File: src/rtl/shift_reg_pkg.sv
// Shared definitions for the universal shift register: mode encodings and
// the parameter legality check used at elaboration time.
package shift_reg_pkg;

  localparam logic [1:0] MODE_HOLD = 2'b00;
  localparam logic [1:0] MODE_UP   = 2'b01;
  localparam logic [1:0] MODE_DOWN = 2'b10;
  localparam logic [1:0] MODE_LOAD = 2'b11;

  // CNT must be able to hold the value WIDTH itself, since it saturates there.
  function automatic bit cw_fits(input int width, input int cw);
    return (64'd1 << cw) > 64'(width);
  endfunction

endpackage

File: src/rtl/shift_reg_cell.sv
// One stage of the universal shift register: 4:1 next-state select
// (own bit, lower neighbour, upper neighbour, parallel bit) feeding a flop.
module shift_reg_cell
  import shift_reg_pkg::*;
(
  input  logic       clk,
  input  logic       rst,
  input  logic [1:0] mode,
  input  logic       lo_bit,
  input  logic       hi_bit,
  input  logic       par_bit,
  output logic       q
);

  logic d;

  always_comb begin
    // NOTE: default assigned first so no path leaves d unassigned (no latch).
    d = q;
    case (mode)
      MODE_HOLD: d = q;
      MODE_UP:   d = lo_bit;
      MODE_DOWN: d = hi_bit;
      default:   d = par_bit;
    endcase
  end

  // NOTE: non-blocking for flop state so every stage samples pre-edge values.
  always_ff @(posedge clk) begin
    if (rst) q <= 1'b0;
    else     q <= d;
  end

endmodule

File: src/rtl/shift_reg_univ.sv
// Parametrised universal shift register with saturating accepted-bit count.
// Optional rotate input ROT is enabled by defining SHIFT_REG_ROTATE_EN.
module shift_reg_univ
  import shift_reg_pkg::*;
#(
  parameter int WIDTH = 8,
  parameter int CW    = 4
) (
  input  logic             C,
  input  logic             R,
  input  logic [1:0]       M,
`ifdef SHIFT_REG_ROTATE_EN
  input  logic             ROT,
`endif
  input  logic             SIL,
  input  logic             SIH,
  input  logic [WIDTH-1:0] P,
  output logic [WIDTH-1:0] Q,
  output logic             SOH,
  output logic             SOL,
  output logic [CW-1:0]    CNT,
  output logic             FULL
);

  localparam logic [CW-1:0] CNT_MAX = CW'(WIDTH);

  if (WIDTH < 2 || WIDTH > 32) begin : g_width_check
    $error("shift_reg_univ: WIDTH must be in 2..32");
  end
  if (!cw_fits(WIDTH, CW)) begin : g_cw_check
    $error("shift_reg_univ: CW too narrow, need 2**CW > WIDTH");
  end

  logic rot;
`ifdef SHIFT_REG_ROTATE_EN
  assign rot = ROT;
`else
  assign rot = 1'b0;
`endif

  // End stages take the serial inputs, or the opposite end bit when rotating.
  logic lo_edge;
  logic hi_edge;
  assign lo_edge = rot ? Q[WIDTH-1] : SIL;
  assign hi_edge = rot ? Q[0]       : SIH;

  for (genvar i = 0; i < WIDTH; i++) begin : g_stage
    logic lo_bit;
    logic hi_bit;
    if (i == 0) begin : g_lo_edge
      assign lo_bit = lo_edge;
    end else begin : g_lo_inner
      assign lo_bit = Q[i-1];
    end
    if (i == WIDTH - 1) begin : g_hi_edge
      assign hi_bit = hi_edge;
    end else begin : g_hi_inner
      assign hi_bit = Q[i+1];
    end

    shift_reg_cell u_cell (
      .clk    (C),
      .rst    (R),
      .mode   (M),
      .lo_bit (lo_bit),
      .hi_bit (hi_bit),
      .par_bit(P[i]),
      .q      (Q[i])
    );
  end

  // A rotate moves existing bits only, so it is not an accepted serial bit.
  logic accept;
  assign accept = (M == MODE_UP || M == MODE_DOWN) && !rot;

  logic [CW-1:0] cnt_q;

  always_ff @(posedge C) begin
    if (R)                                cnt_q <= '0;
    else if (M == MODE_LOAD)              cnt_q <= '0;
    else if (accept && cnt_q != CNT_MAX)  cnt_q <= cnt_q + 1'b1;
  end

  assign CNT  = cnt_q;
  assign FULL = (cnt_q == CNT_MAX);
  assign SOH  = Q[WIDTH-1];
  assign SOL  = Q[0];

endmodule

File: config.mk
export PLATFORM = sky130hd
export DESIGN_NAME = shift_reg_univ
export DESIGN_NICKNAME = d
export VERILOG_FILES = /design/src/rtl/shift_reg_pkg.sv /design/src/rtl/shift_reg_cell.sv /design/src/rtl/shift_reg_univ.sv
export SDC_FILE = /design/constraint.sdc
export NUM_CORES = 1
export LEC_CHECK = 0
export ABC_AREA = 1
export BUFFER_PORTS_ARGS = -buffer_cell sky130_fd_sc_hd__buf_2
export CAP_MARGIN = 20
export CELL_PAD_IN_SITES_DETAIL_PLACEMENT = 2
export CELL_PAD_IN_SITES_GLOBAL_PLACEMENT = 2
export CORE_MARGIN = 4
export CORE_UTILIZATION = 25
export CTS_BUF_LIST = sky130_fd_sc_hd__clkbuf_2 sky130_fd_sc_hd__clkbuf_4 sky130_fd_sc_hd__clkbuf_8
export CTS_CLUSTER_DIAMETER = 80
export DETAILED_ROUTE_END_ITERATION = 12
export GPL_TIMING_DRIVEN = 1
export PLACE_DENSITY = 0.82
export SLEW_MARGIN = 20
export SYNTH_ARGS = -nofsm -noshare
export SYNTH_HDL_FRONTEND = slang
export SYNTH_SLANG_ARGS = --single-unit
File: constraint.sdc
create_clock -name C -period 1.73 [get_ports C]
set_clock_uncertainty 0.2 [all_clocks]
set_input_delay 0.0865 -clock C [delete_from_list [all_inputs] [get_ports C]]
set_output_delay 0.0865 -clock C [all_outputs]
set_load 0.05 [all_outputs]
==> results.py, run 1 <==
metrics = {
    "logic_synthesis": {
        "yosysMostFrequentCell": "nand2_1",
        "synthTopCellsByCount": "nand2_1, dfxtp_1, nand3_1, a21oi_1, buf_4",
        "ys.warnings.count": 0,
        "synth_nets": 136,
        "netlist_area_um2": 830,
        "synth_edf_count": 0,
        "synth_cells": 116,
        "ys.flop_type": "dfxtp_1",
        "seq_area_frac_synth": 0.290,
        "syn_area_per_cell_um2": 7.15,
        "yosysUniqueCellTypes": 18,
        "ys_ff_latch": 12,
        "synth_area_leaders": "dfxtp_1, nand2_1, ha_1",
        "yosysTopAreaCellShare": 0.290,
        "yosys.area.top_type": "dfxtp_1",
        "synthArstFlopShare": 0,
    },
    "sta": {
        "setup_viol_count_final": 0,
        "worst_pin_slew_ps": 316,
        "final.setup.tns_ps": 0,
        "fin_hold_ws_ps": -0.942,
        "max_freq_mhz": 608,
        "slew_headroom": 0.790,
        "rsz0062_at_grt": "false",
        "fin_crit_sh": 0.951,
        "period_minus_slack_ps": 1640,
        "finalHoldViolations": 1,
        "timing.final.ws_setup_ps": 85.4,
        "slew_violations": 0,
    },
    "flow_run": {
        "cap_violations": 0,
    },
    "floorplan": {
        "pin_count": 29,
        "dieArea_um2": 4300,
        "rows": 20,
        "coreArea_um2": 3100,
        "initial_core_util": 0.267,
        "die_x_um": 65.6,
        "fp.dieH_um": 65.6,
    },
    "detailed_routing": {
        "drc": 0,
        "firstDrtPassIters": 3,
        "wl_per_cell_um": 14.7,
        "drt_iter0_markers": 26,
        "vias": 852,
        "viasPerCell": 4.46,
        "antenna_left": 0,
        "drt-total-wl_mm": 2.81,
    },
    "setup_path": {
        "cp.required_ps": 1710,
        "worst_setup_path_end_kind": "flip-flop",
        "critPathArrivalTime_ps": 1620,
        "critPathLaunchType": "input port",
        "critPathMaxFanout": 23,
        "critical_path_class": "input port to flip-flop",
    },
    "hold_path": {
        "hp-class": "input port to flip-flop",
    },
    "power_and_ir_drop": {
        "p_comb_frac": 0.356,
        "vdd_drop_max_uv": 224,
        "p_int_uw": 533,
        "p_leak_uw": 0.000541,
        "p_sw_uw": 341,
        "seqPwrFrac": 0.373,
        "p_sw_frac": 0.390,
        "power_frac_clock": 0.272,
        "powerDensity_nw_per_um2": 795,
    },
    "clock_network": {
        "cts-root-buf": "clkbuf_4",
        "clockBufferDepth": 2,
        "cts_sinks": 12,
        "cts_tree": "built",
        "postCtsSetupRepairBufs": 0,
        "clkTransAtPathRegs_ps": 90,
        "htreeDepth": 1,
        "tritoncts.num_buffers": 3,
        "clock_latency_ps": 290,
    },
    "global_routing": {
        "grt_pass1_vias": 980,
        "grt-ovfl-total": 0,
        "grt_max_degree": 24,
        "antenna_found_initial": 0,
        "grt_pass1_wl_mm": 4.80,
        "grt_usage": 0.149,
    },
    "placed_design": {
        "pre_cts_ws_ps": 288,
        "numPortBuffers": 28,
        "hpwl_mm": 1.85,
        "gp_congestion": 0.724,
    },
    "run_status": {
        "status": "finished with violations",
        "violations": "hold timing",
    },
    "layout": {
        "num_antenna_cells": 0,
        "drive_gt1_frac": 0.286,
        "area_growth_pct": 32.4,
        "num-fill-cells": 396,
        "final_net_count": 168,
    },
}
-- worst paths after layout --
kind	start	end	slack, ps	depth (start not counted)
worst max-delay path	M[0]	g_stage[7].u_cell.q	90	8
worst min register to register	g_stage[0].u_cell.q	g_stage[0].u_cell.q	360	2
worst max register to register	g_stage[6].u_cell.q	g_stage[7].u_cell.q	190	5
worst min-delay path	SIL	g_stage[0].u_cell.q	-0.9	5
-- cells by family (layout without fill, tap and decap cells) --
| logic type | after synthesis | count (layout) | synth area share |
|---|---|---|---|
| AO/OA/AOI/OAI | 19 | 19 | 0.115 |
| adder cells (fa/ha/maj) | 6 | 6 | 0.0905 |
| AND/OR/NAND/NOR | 56 | 56 | 0.347 |
| buffers and inverters | 23 | 54 | 0.158 |
| flip-flops | 12 | 12 | 0.290 |
-- cell usage in the layout, fill, tap and decap left out, drive strengths merged --
| master | instances |
|---|---|
| nand4 | 1 |
| or2 | 8 |
| nand2 | 29 |
| ha | 6 |
| nand3 | 13 |
| dlygate4sd3 | 10 |
| clkbuf | 5 |
| dfxtp | 12 |
| a21oi | 11 |
| inv | 10 |
| buf | 29 |
| nor2 | 5 |
| o21ai | 8 |
-- per-stage QoR --
stage	utilization	instance area (um2)	instances	total power [uW]
floorplan	-	830	116	559
global placement	0.309	958	177	605
detailed placement	0.309	958	177	617
CTS	0.353	1090	191	877
global route	0.354	1100	191	930
finish	0.354	1100	191	874
-- layer usage --
metal | GRT usage | vias up | wire length [um]
met3 | 0.0188 | 5 | 75
met2 | 0.278 | 15 | 1460
li1 | - | 425 | -
met4 | 0.0622 | 0 | 52
met5 | 0 | - | 0
met1 | 0.168 | 407 | 1220
-- area by class of cell --
class	count	area, um2	area share
Multi-Input combinational cell	81	458	0.417
Sequential cell	12	241	0.220
Tap cell	44	55.1	0.0501
Timing Repair Buffer	40	270	0.246
Inverter	10	37.5	0.0342
Clock buffer	4	36.3	0.0330
-- sequential cells by signal, summed over array words and instances, names as in the netlist --
register / cells
g_stage.u_cell.q: 8
CNT: 4
-- critical path: stages --
cell           delay [ps]
buf_2                 100
inv_1                  60
ha_1                  330
buf_12                170
or2_1                 220
nand2_1                60
dlygate4sd3_1         540
a21oi_1                50
-- power by group through the flow --
stage,clock (uW),sequential (uW),combinational [uW]
CTS,240,326,311
finish,237,325,311
detailed placement,0,331,286
global route,259,332,338
global placement,0,329,276
floorplan,0,360,199
-- repair_timing --
item | in CTS | in global routing
setup endpoints to repair | 0 | 1
hold endpoints to repair | 12 | 0
hold buffers | 10 | 0
gates resized for setup | 0 | 2
Power figures use the tool's default switching activity.
==> inputs of run 2 (changes only) <==
Settings changed: CORE_ASPECT_RATIO set to 0.9, CTS_CLUSTER_SIZE set to 16.
==> run 2 against run 1 <==
Effect of this change: the flow still finishes with violations (hold timing); clock power rose by 34%; count of clock-buffer cells in the layout unchanged; worst setup slack improved by 33 ps; first-iteration DRC count is 7.7% lower; power up 7.8%; cell area decreased by 1.5%; utilization fell by 0.65 points; register-to-register slack improved by 190 ps; critical path type is now flip-flop to output pin; critical path depth down 3; non-clock buffer count is 3 lower; sequential power about the same; flip-flop and latch count unchanged.
==> results.py, run 2 (same netlist as run 1, synthesis figures left out) <==
metrics = {
    "placed_design": {
        "hpwl_mm": 1.89,
        "pre_cts_ws_ps": 264,
        "numPortBuffers": 28,
        "gp_congestion": 0.717,
    },
    "sta": {
        "finalHoldViolations": 1,
        "slew_headroom": 0.782,
        "worst_pin_slew_ps": 327,
        "rsz0062_at_grt": "false",
        "fin_crit_sh": 0.931,
        "slew_violations": 0,
        "final.setup.tns_ps": 0,
        "setup_viol_count_final": 0,
        "timing.final.ws_setup_ps": 119,
        "max_freq_mhz": 621,
        "fin_hold_ws_ps": -1.50,
        "period_minus_slack_ps": 1610,
    },
    "layout": {
        "final_net_count": 165,
        "multiInputGateArea_um2": 458,
        "area_growth_pct": 30.5,
        "num_antenna_cells": 0,
        "ff_latch_area_um2": 241,
        "layout_common_cells": "nand2_1, buf_2, nand3_1, dfxtp_1, a21oi_1",
        "drive_gt1_frac": 0.292,
        "num-fill-cells": 380,
        "largest_register_ffs": 8,
        "top_register": "g_stage.u_cell.q",
    },
    "global_routing": {
        "antenna_found_initial": 0,
        "grt-ovfl-total": 0,
        "grt_pass1_wl_mm": 4.35,
        "grt_usage": 0.133,
        "grt_pass1_vias": 898,
        "grt_max_degree": 24,
    },
    "detailed_routing": {
        "firstDrtPassIters": 2,
        "vias": 850,
        "drt_iter0_markers": 24,
        "drc": 0,
        "wl_per_cell_um": 13.9,
        "drt-total-wl_mm": 2.58,
        "antenna_left": 0,
        "viasPerCell": 4.57,
    },
    "power_and_ir_drop": {
        "seqPwrFrac": 0.345,
        "p_sw_frac": 0.363,
        "vdd_drop_max_uv": 222,
        "p_sw_uw": 342,
        "power_frac_clock": 0.337,
        "powerDensity_nw_per_um2": 870,
        "p_leak_uw": 0.000538,
        "p_int_uw": 600,
        "p_comb_frac": 0.318,
    },
    "floorplan": {
        "initial_core_util": 0.266,
        "rows": 19,
        "fp.dieH_um": 62.6,
        "coreArea_um2": 3110,
        "pin_count": 29,
        "die_x_um": 68.7,
        "dieArea_um2": 4300,
    },
    "setup_path": {
        "rr_worst_depth": 6,
        "critPathLaunchType": "flip-flop",
        "crit_chain": "inv_1 -> ha_1 -> nand3_2 -> inv_1 -> buf_2",
        "critPathMaxFanout": 6,
        "critPathArrivalTime_ps": 1320,
        "crit_family": "buffers and inverters",
        "r2r-start": "CNT[1]",
        "cp.required_ps": 1440,
        "critPathBufInv": 3,
        "critical-path-max-stage-delay_ps": 360,
        "ff2ff_setup_slack_ps": 380,
        "critical_path_class": "flip-flop to output pin",
        "path_common_cell": "inv_1",
        "slowest_stage": "dfxtp_2",
        "reg2reg_to": "CNT[0]",
        "worst_setup_path_end_kind": "output pin",
    },
    "hold_path": {
        "holdPathStages": 4,
        "hp-class": "input port to flip-flop",
        "min_to": "g_stage[5].u_cell.q",
        "min_from": "P[5]",
    },
    "clock_network": {
        "clock_latency_ps": 240,
        "tritoncts.num_buffers": 3,
        "cts_sinks": 12,
        "htreeDepth": 1,
        "postCtsSetupRepairBufs": 0,
        "clkTransAtPathRegs_ps": 60,
        "cts_tree": "built",
        "clockBufferDepth": 2,
        "cts-root-buf": "clkbuf_8",
    },
    "run_status": {
        "violations": "hold timing",
        "status": "finished with violations",
    },
    "flow_run": {
        "cap_violations": 0,
    },
}
run 2: power groups by stage:
stage	sequential, uW	clock (uW)	combinational (uW)
detailed placement	330	0	288
global route	329	345	327
global placement	329	0	275
floorplan	360	0	199
finish	325	317	299
CTS	325	328	302
run 2: layout make-up:
type	count	area share
multi-input cells	81	0.423
clock buffers	4	0.0509
flip-flops and latches	12	0.223
well taps	42	0.0486
inverters	10	0.0347
repair buffers	37	0.220
run 2: layer usage:
metal	vias to the layer above	wire length, um	GRT usage
met5	-	0	0
met4	0	48	0.0584
met3	4	68	0.0216
met2	13	1410	0.240
met1	414	1060	0.148
li1	419	-	-
run 2: worst max path at each step:
stage,start,to,slack (ps),cells past startpoint
5_1_grt,CNT[1],FULL,40,5
2_1_floorplan,CNT[0],CNT[0],90,6
6_report,CNT[1],FULL,120,5
3_5_place_dp,M[0],g_stage[3].u_cell.q,260,7
3_3_place_gp,M[0],g_stage[3].u_cell.q,340,7
4_1_cts,CNT[1],FULL,60,5
run 2: worst min-delay path, stage by stage:
cell,delay [ps]
buf_2,80
or2_1,80
nand2_1,50
a21oi_1,100
run 2: metrics by stage:
step,instance area (um2),total power (uW),std cells,hold slack (ps),util
6_report,1080,942,186,-1.50,0.348
4_1_cts,1080,954,186,2.55,0.347
3_5_place_dp,956,618,175,231,0.307
5_1_grt,1080,1000,186,12.7,0.348
2_1_floorplan,830,559,116,28.1,-
3_3_place_gp,956,604,175,222,0.307
run 2: what timing repair did:
item                                   4_1_cts  5_1_grt
resized for setup                            0        1
setup endpoints to repair                    0        1
endpoints found under the hold margin       10        0
hold buffers                                 7        0
